--- src/rtl/multiplicador_pipe_if.sv ---
// Vector-in / result-out bundle of multiplicador_pipe. The master drives vectors
// and the slave returns results. Widths are derived from the same parameters as the engine.
interface multiplicador_pipe_if #(
  parameter int N_WORDS      = 12,
  parameter int NB_DATA      = 8,
  parameter int NB_ACC_EXTRA = 4
);
  localparam int N_PAIRS = (N_WORDS + 1) / 2;
  localparam int L       = $clog2(N_PAIRS);
  localparam int NB_SUM  = 2 * NB_DATA + L;
  localparam int NB_OUT  = NB_SUM + NB_ACC_EXTRA;

  logic [N_WORDS*NB_DATA-1:0] i_data;
  logic                       i_valid;
  logic                       i_acc_en;
  logic                       i_last;
  logic signed [NB_OUT-1:0]   o_data;
  logic                       o_valid;
  logic                       o_sat;

  modport master (
    output i_data, i_valid, i_acc_en, i_last,
    input  o_data, o_valid, o_sat
  );

  modport slave (
    input  i_data, i_valid, i_acc_en, i_last,
    output o_data, o_valid, o_sat
  );
endinterface

--- src/rtl/multiplicador_pipe.sv ---
// Pipelined dot-product engine. It multiplies adjacent signed word pairs, reduces them in a registered
// adder tree and feeds the result into an optional saturating frame accumulator.
module multiplicador_pipe #(
  parameter int N_WORDS      = 12,
  parameter int NB_DATA      = 8,
  parameter int NB_ACC_EXTRA = 4
) (
  input  logic               clock,
  input  logic               reset,
  multiplicador_pipe_if.slave bus
);
  localparam int N_PAIRS = (N_WORDS + 1) / 2;
  localparam int L       = $clog2(N_PAIRS);
  localparam int NB_PROD = 2 * NB_DATA;
  localparam int NB_SUM  = NB_PROD + L;
  localparam int NB_OUT  = NB_SUM + NB_ACC_EXTRA;
  localparam int N_LEAF  = 1 << L;

  localparam logic signed [NB_OUT-1:0] ACC_MAX = {1'b0, {(NB_OUT-1){1'b1}}};
  localparam logic signed [NB_OUT-1:0] ACC_MIN = {1'b1, {(NB_OUT-1){1'b0}}};

  typedef struct packed {
    logic valid;
    logic acc_en;
    logic last;
  } side_t;

  typedef enum logic {IDLE, ACCUM} state_t;

  logic signed [NB_DATA-1:0] word [2*N_PAIRS];
  logic signed [NB_PROD-1:0] prod [N_PAIRS];
  logic signed [NB_SUM-1:0]  leaf [N_LEAF];

  // Heap-ordered tree: node n sums nodes 2n and 2n+1, leaves live at N_LEAF..2*N_LEAF-1.
  logic signed [NB_SUM-1:0]  node_q [1:2*N_LEAF-1];
  side_t                     side_q [0:L];

  // An odd word count gets a padding word of 1, so its last word passes through the multiply unchanged.
  always_comb begin
    // NOTE: every combinational output gets a default before any conditional write, so no latch is inferred.
    for (int k = 0; k < 2*N_PAIRS; k++) word[k] = NB_DATA'(1);
    for (int k = 0; k < N_WORDS; k++)   word[k] = bus.i_data[k*NB_DATA +: NB_DATA];
    for (int p = 0; p < N_LEAF; p++)    leaf[p] = '0;
    for (int p = 0; p < N_PAIRS; p++) begin
      prod[p] = NB_PROD'(word[2*p]) * NB_PROD'(word[2*p+1]);
      leaf[p] = NB_SUM'(prod[p]);
    end
  end

  always_ff @(posedge clock) begin
    // NOTE: registers take non-blocking assignments so every stage samples the previous stage's old value.
    if (reset) begin
      // NOTE: the tree registers are cleared along with the valids, so a discarded vector leaves no residue.
      for (int n = 1; n < 2*N_LEAF; n++) node_q[n] <= '0;
      for (int k = 0; k <= L; k++)       side_q[k] <= '0;
    end else begin
      side_q[0] <= side_t'{valid: bus.i_valid, acc_en: bus.i_acc_en, last: bus.i_last};
      for (int k = 1; k <= L; k++)       side_q[k] <= side_q[k-1];
      for (int p = 0; p < N_LEAF; p++)   node_q[N_LEAF+p] <= leaf[p];
      for (int n = 1; n < N_LEAF; n++)   node_q[n] <= node_q[2*n] + node_q[2*n+1];
    end
  end

  // Stage A: single-shot pass-through or saturating frame accumulation.
  state_t                   state_q, state_d;
  logic signed [NB_OUT-1:0] acc_q, acc_d;
  logic                     sticky_q, sticky_d;
  logic signed [NB_OUT-1:0] data_q, data_d;
  logic                     valid_q, valid_d;
  logic                     sat_q, sat_d;

  side_t                    side_a;
  logic signed [NB_OUT-1:0] tree_val;
  logic signed [NB_OUT-1:0] acc_cur;
  logic signed [NB_OUT:0]   sum;
  logic                     clamp;
  logic signed [NB_OUT-1:0] sat_sum;

  always_comb begin
    side_a   = side_q[L];
    tree_val = NB_OUT'(node_q[1]);
    acc_cur  = (state_q == ACCUM) ? acc_q : '0;
    sum      = {acc_cur[NB_OUT-1], acc_cur} + {tree_val[NB_OUT-1], tree_val};
    clamp    = sum[NB_OUT] ^ sum[NB_OUT-1];
    if (!clamp)           sat_sum = sum[NB_OUT-1:0];
    else if (sum[NB_OUT]) sat_sum = ACC_MIN;
    else                  sat_sum = ACC_MAX;

    state_d  = state_q;
    acc_d    = acc_q;
    sticky_d = sticky_q;
    data_d   = data_q;
    valid_d  = 1'b0;
    sat_d    = 1'b0;

    if (side_a.valid) begin
      if (!side_a.acc_en) begin
        data_d  = tree_val;
        valid_d = 1'b1;
      end else if (!side_a.last) begin
        acc_d    = sat_sum;
        sticky_d = sticky_q | clamp;
        state_d  = ACCUM;
      end else begin
        data_d   = sat_sum;
        valid_d  = 1'b1;
        sat_d    = sticky_q | clamp;
        acc_d    = '0;
        sticky_d = 1'b0;
        state_d  = IDLE;
      end
    end
  end

  always_ff @(posedge clock) begin
    if (reset) begin
      state_q  <= IDLE;
      acc_q    <= '0;
      sticky_q <= 1'b0;
      data_q   <= '0;
      valid_q  <= 1'b0;
      sat_q    <= 1'b0;
    end else begin
      state_q  <= state_d;
      acc_q    <= acc_d;
      sticky_q <= sticky_d;
      data_q   <= data_d;
      valid_q  <= valid_d;
      sat_q    <= sat_d;
    end
  end

  assign bus.o_data  = data_q;
  assign bus.o_valid = valid_q;
  assign bus.o_sat   = sat_q;
endmodule

--- src/flat_wrapper.sv ---
// flat-port wrapper written by rule: the top's interface ports become plain ports
module multiplicador_pipe_flat 
#(
  parameter int N_WORDS      = 12,
  parameter int NB_DATA      = 8,
  parameter int NB_ACC_EXTRA = 4
)
  (clock, reset, bus_i_data, bus_i_valid, bus_i_acc_en, bus_i_last, bus_o_data, bus_o_valid, bus_o_sat);
  multiplicador_pipe_if #(.N_WORDS(N_WORDS), .NB_DATA(NB_DATA), .NB_ACC_EXTRA(NB_ACC_EXTRA)) bus_i ();
  input  logic clock;
  input  logic reset;
  input wire logic [$bits(bus_i.i_data)-1:0] bus_i_data;
  input wire logic [$bits(bus_i.i_valid)-1:0] bus_i_valid;
  input wire logic [$bits(bus_i.i_acc_en)-1:0] bus_i_acc_en;
  input wire logic [$bits(bus_i.i_last)-1:0] bus_i_last;
  output wire logic [$bits(bus_i.o_data)-1:0] bus_o_data;
  output wire logic [$bits(bus_i.o_valid)-1:0] bus_o_valid;
  output wire logic [$bits(bus_i.o_sat)-1:0] bus_o_sat;
  assign bus_i.i_data = bus_i_data;
  assign bus_i.i_valid = bus_i_valid;
  assign bus_i.i_acc_en = bus_i_acc_en;
  assign bus_i.i_last = bus_i_last;
  assign bus_o_data = bus_i.o_data;
  assign bus_o_valid = bus_i.o_valid;
  assign bus_o_sat = bus_i.o_sat;
  multiplicador_pipe #(.N_WORDS(N_WORDS), .NB_DATA(NB_DATA), .NB_ACC_EXTRA(NB_ACC_EXTRA)) u_core (.clock(clock), .reset(reset), .bus(bus_i));
endmodule
--- config.mk ---
export PLATFORM = sky130hd
export DESIGN_NAME = multiplicador_pipe_flat
export DESIGN_NICKNAME = d
export VERILOG_FILES = /design/src/rtl/multiplicador_pipe_if.sv /design/src/rtl/multiplicador_pipe.sv /design/src/flat_wrapper.sv
export SDC_FILE = /design/constraint.sdc
export NUM_CORES = 2
export LEC_CHECK = 0
export BUFFER_PORTS_ARGS = -buffer_cell sky130_fd_sc_hd__clkbuf_2
export CAP_MARGIN = 20
export CORE_MARGIN = 5
export CORE_UTILIZATION = 25
export DETAILED_ROUTE_END_ITERATION = 6
export GPL_ROUTABILITY_DRIVEN = 0
export SYNTH_ARGS = -nofsm -noshare
export SYNTH_HDL_FRONTEND = slang
export SYNTH_SLANG_ARGS = --single-unit
--- constraint.sdc ---
create_clock -name clock -period 5.4 [get_ports clock]
set_input_delay 0.81 -clock clock [delete_from_list [all_inputs] [get_ports clock]]
set_output_delay 0.81 -clock clock [all_outputs]
set_load 0.03 [all_outputs]
==> reports/results.ini <==
[routing]
drc_errors=0
routed_wirelength_um=61900
dr.first_iter.drc_count=890
drt_pass1_iterations=5
via_per_inst=4.22
avgRoutedWirePerCell_um=13.7
final_antenna_net_count=0
vias=19109

[floorplan]
die_h_um=339
start_util_pct=25.3
ioPinCount=126
dieArea_um2=115000
rows=120
core_um2=107000
dieWidth_um=339

[timing]
finalSetupViolCount=0
clock.fmax_ghz=0.213
max_slew_margin_pct=42.5
post-route-period-util_pct=86.9
rsz0062_at_grt=false
slew_violations=0
setup_tns_ns=0
hold_viol_final=0
skew_ns=0.0294
post-route-min-period_ns=4.69
worst_slew_pin_slew_ns=0.861

[power_and_ir_drop]
power_density_nw_per_um2=423
cellLeakagePower_nw=14.7
irDropWorstVdd_uv=185
finalPower_mw=12.9

[job]
maxCapViolCount=0

[logic_synthesis]
synthDistinctLibCells=74
syn_area_um2=27100
yosysSeqAreaShare_pct=20.1
syn_nets=3699
synth_edf_count=0
synthCells=2981
yosys_warnings=0
syn_avg_cell_area_um2=9.10
ys.flop_type=dfxtp_1
synth-seq-cells=272
synthArstFlopShare_pct=0

[cells_and_area]
final_cell_mix=533 x inv_1, 336 x fa_1, 281 x ha_1, 276 x and2_1, 272 x dfxtp_1
area_growth_pct=12.7
regArea_um2=5450
fin_area_um2=30600
drive_gt1_share_pct=7.87
final_common_cell=inv_1
multi_input_area_um2=19400
num_antenna_cells=0
fillerInstances=11312
fin_nets=3819

[clock_tree]
cts_hold_buf=0
cts_resized=0
cts.sink_count=272
cts_tree=done
root_buffer=clkbuf_16
clockBufferDepth=3
h-tree-depth=2
path_clk_slew_ns=0.06
clk_latency_ns=0.54
cts_made_buffers=34
postCtsSetupBuffers=0

[place]
place_area_um2=29400
port_buffers=125
hpwl_um=51500

[critical_path]
cp_cell_sequence=clkbuf_2 > and2_1 > fa_1 > inv_1 > fa_1 > inv_1 > fa_1 > inv_1 > fa_1 > inv_1 > ha_1 > o21ai_0 > a21boi_0 > o21ai_0 > nand2b_1 > a21o_1 > a21o_1 > a31oi_1 > mux2_2
slowest_stage=fa_1
required_ns=5.82
worstSetupPathType=primary input to register
start_kind=primary input
cp_max_fo=8
arrival_ns=5.12
worstSetupEndpointType=register
critPathMaxStageDelay_ns=0.56

[global_routing]
antenna_found_initial=0
grt_pass1_vias=20148
grt_max_degree=182
grt_pass1_wl_um=104000
grt-ovfl-total=0
gr-usage-all-layers_pct=11.0

[status]
outcome=finished, final reports clean

[worst_hold_path]
hold_class=register to register

## final timing paths
path | slack [ns] | from | cells past startpoint | end
max | 0.71 | bus_i_data[37] | 19 | u_core.node_q[0][204]
min | 0.42 | u_core.side_q[0][0] | 1 | u_core.side_q[0][3]
max reg2reg | 1.11 | u_core.state_q | 13 | u_core.acc_q[9]
min reg2reg | 0.42 | u_core.side_q[0][0] | 1 | u_core.side_q[0][3]
## metrics by stage
stage               hold slack (ns)  instances  worst slack [ns]  util, %
floorplan                     0.414       2981             0.550        -
global placement              0.420       4468             0.193     27.3
global route                  0.443       4530             0.407     28.5
detailed placement            0.422       4468             0.162     27.3
finish                        0.415       4530             0.705     28.5
CTS                           0.410       4530             0.734     28.5
## report_power, final
| group | switching, mW | total [mW] | internal, mW |
|---|---|---|---|
| Clock | 0.952 | 2.43 | 1.47 |
| Sequential | 0.328 | 2.89 | 2.57 |
| Combinational | 4.18 | 7.62 | 3.45 |
| Total | 5.46 | 12.9 | 7.49 |
## flip-flops by register name, summed over array words and instances (netlist names)
name and count:
u_core.acc_q 23, u_core.bus.o_data 23, u_core.bus.o_sat 1, u_core.bus.o_valid 1
u_core.node_q 210, u_core.side_q 12, u_core.state_q 1, u_core.sticky_q 1
## logic make-up (layout without fill, tap and decap cells)
group	count (synthesis)	count (layout)	share of synthesized area, %
AND/OR/NAND/NOR	926	926	18.0
adder cells (fa/ha/maj)	619	619	37.8
buffers and inverters	584	730	8.25
AO/OA/AOI/OAI	408	408	10.1
flip-flops	272	272	20.1
XOR/XNOR	154	154	4.97
multiplexers	18	18	0.738
## synth_stat cells (all sizes together), types with 16 or more instances
cell,n,share of area (%)
a21o,66,1.8
a21oi,90,1.7
a31oi,23,0.53
and2,276,6.4
and3,28,0.67
clkbuf,35,0.48
dfxtp,272,20
fa,336,25
ha,281,13
inv,533,7.4
mux2,16,0.66
nand2,172,2.4
nand2b,21,0.48
nand3,18,0.33
nor2,183,2.6
nor2b,137,3.2
nor3,51,0.94
o21a,20,0.55
o21ai,104,1.9
xnor2,119,3.8
xor2,35,1.1
## worst max-delay path: cells and delay by family
kind	cells	cell delay [ns]
adder cells (fa/ha/maj)	5	2.34
AO/OA/AOI/OAI	6	0.97
multiplexers	1	0.35
buffers and inverters	5	0.34
AND/OR/NAND/NOR	2	0.29
## area by class of cell
type | count | share of cell area [%]
tap | 1403 | 5.74
inverter | 534 | 6.56
multi-input combinational | 2125 | 63.6
sequential | 272 | 17.8
clock inverter | 24 | 0.999
clock buffer | 38 | 2.97
timing repair buffer | 134 | 2.34
## metal layers
layer	global-route usage, %	vias up	wire (um)
met3	1.25	67	1590
met2	18.9	235	29800
met1	14.8	9112	29200
met5	0	-	0
met4	2.31	0	1300
li1	-	9695	-
Note: power is estimated with default switching activity, not from simulation.
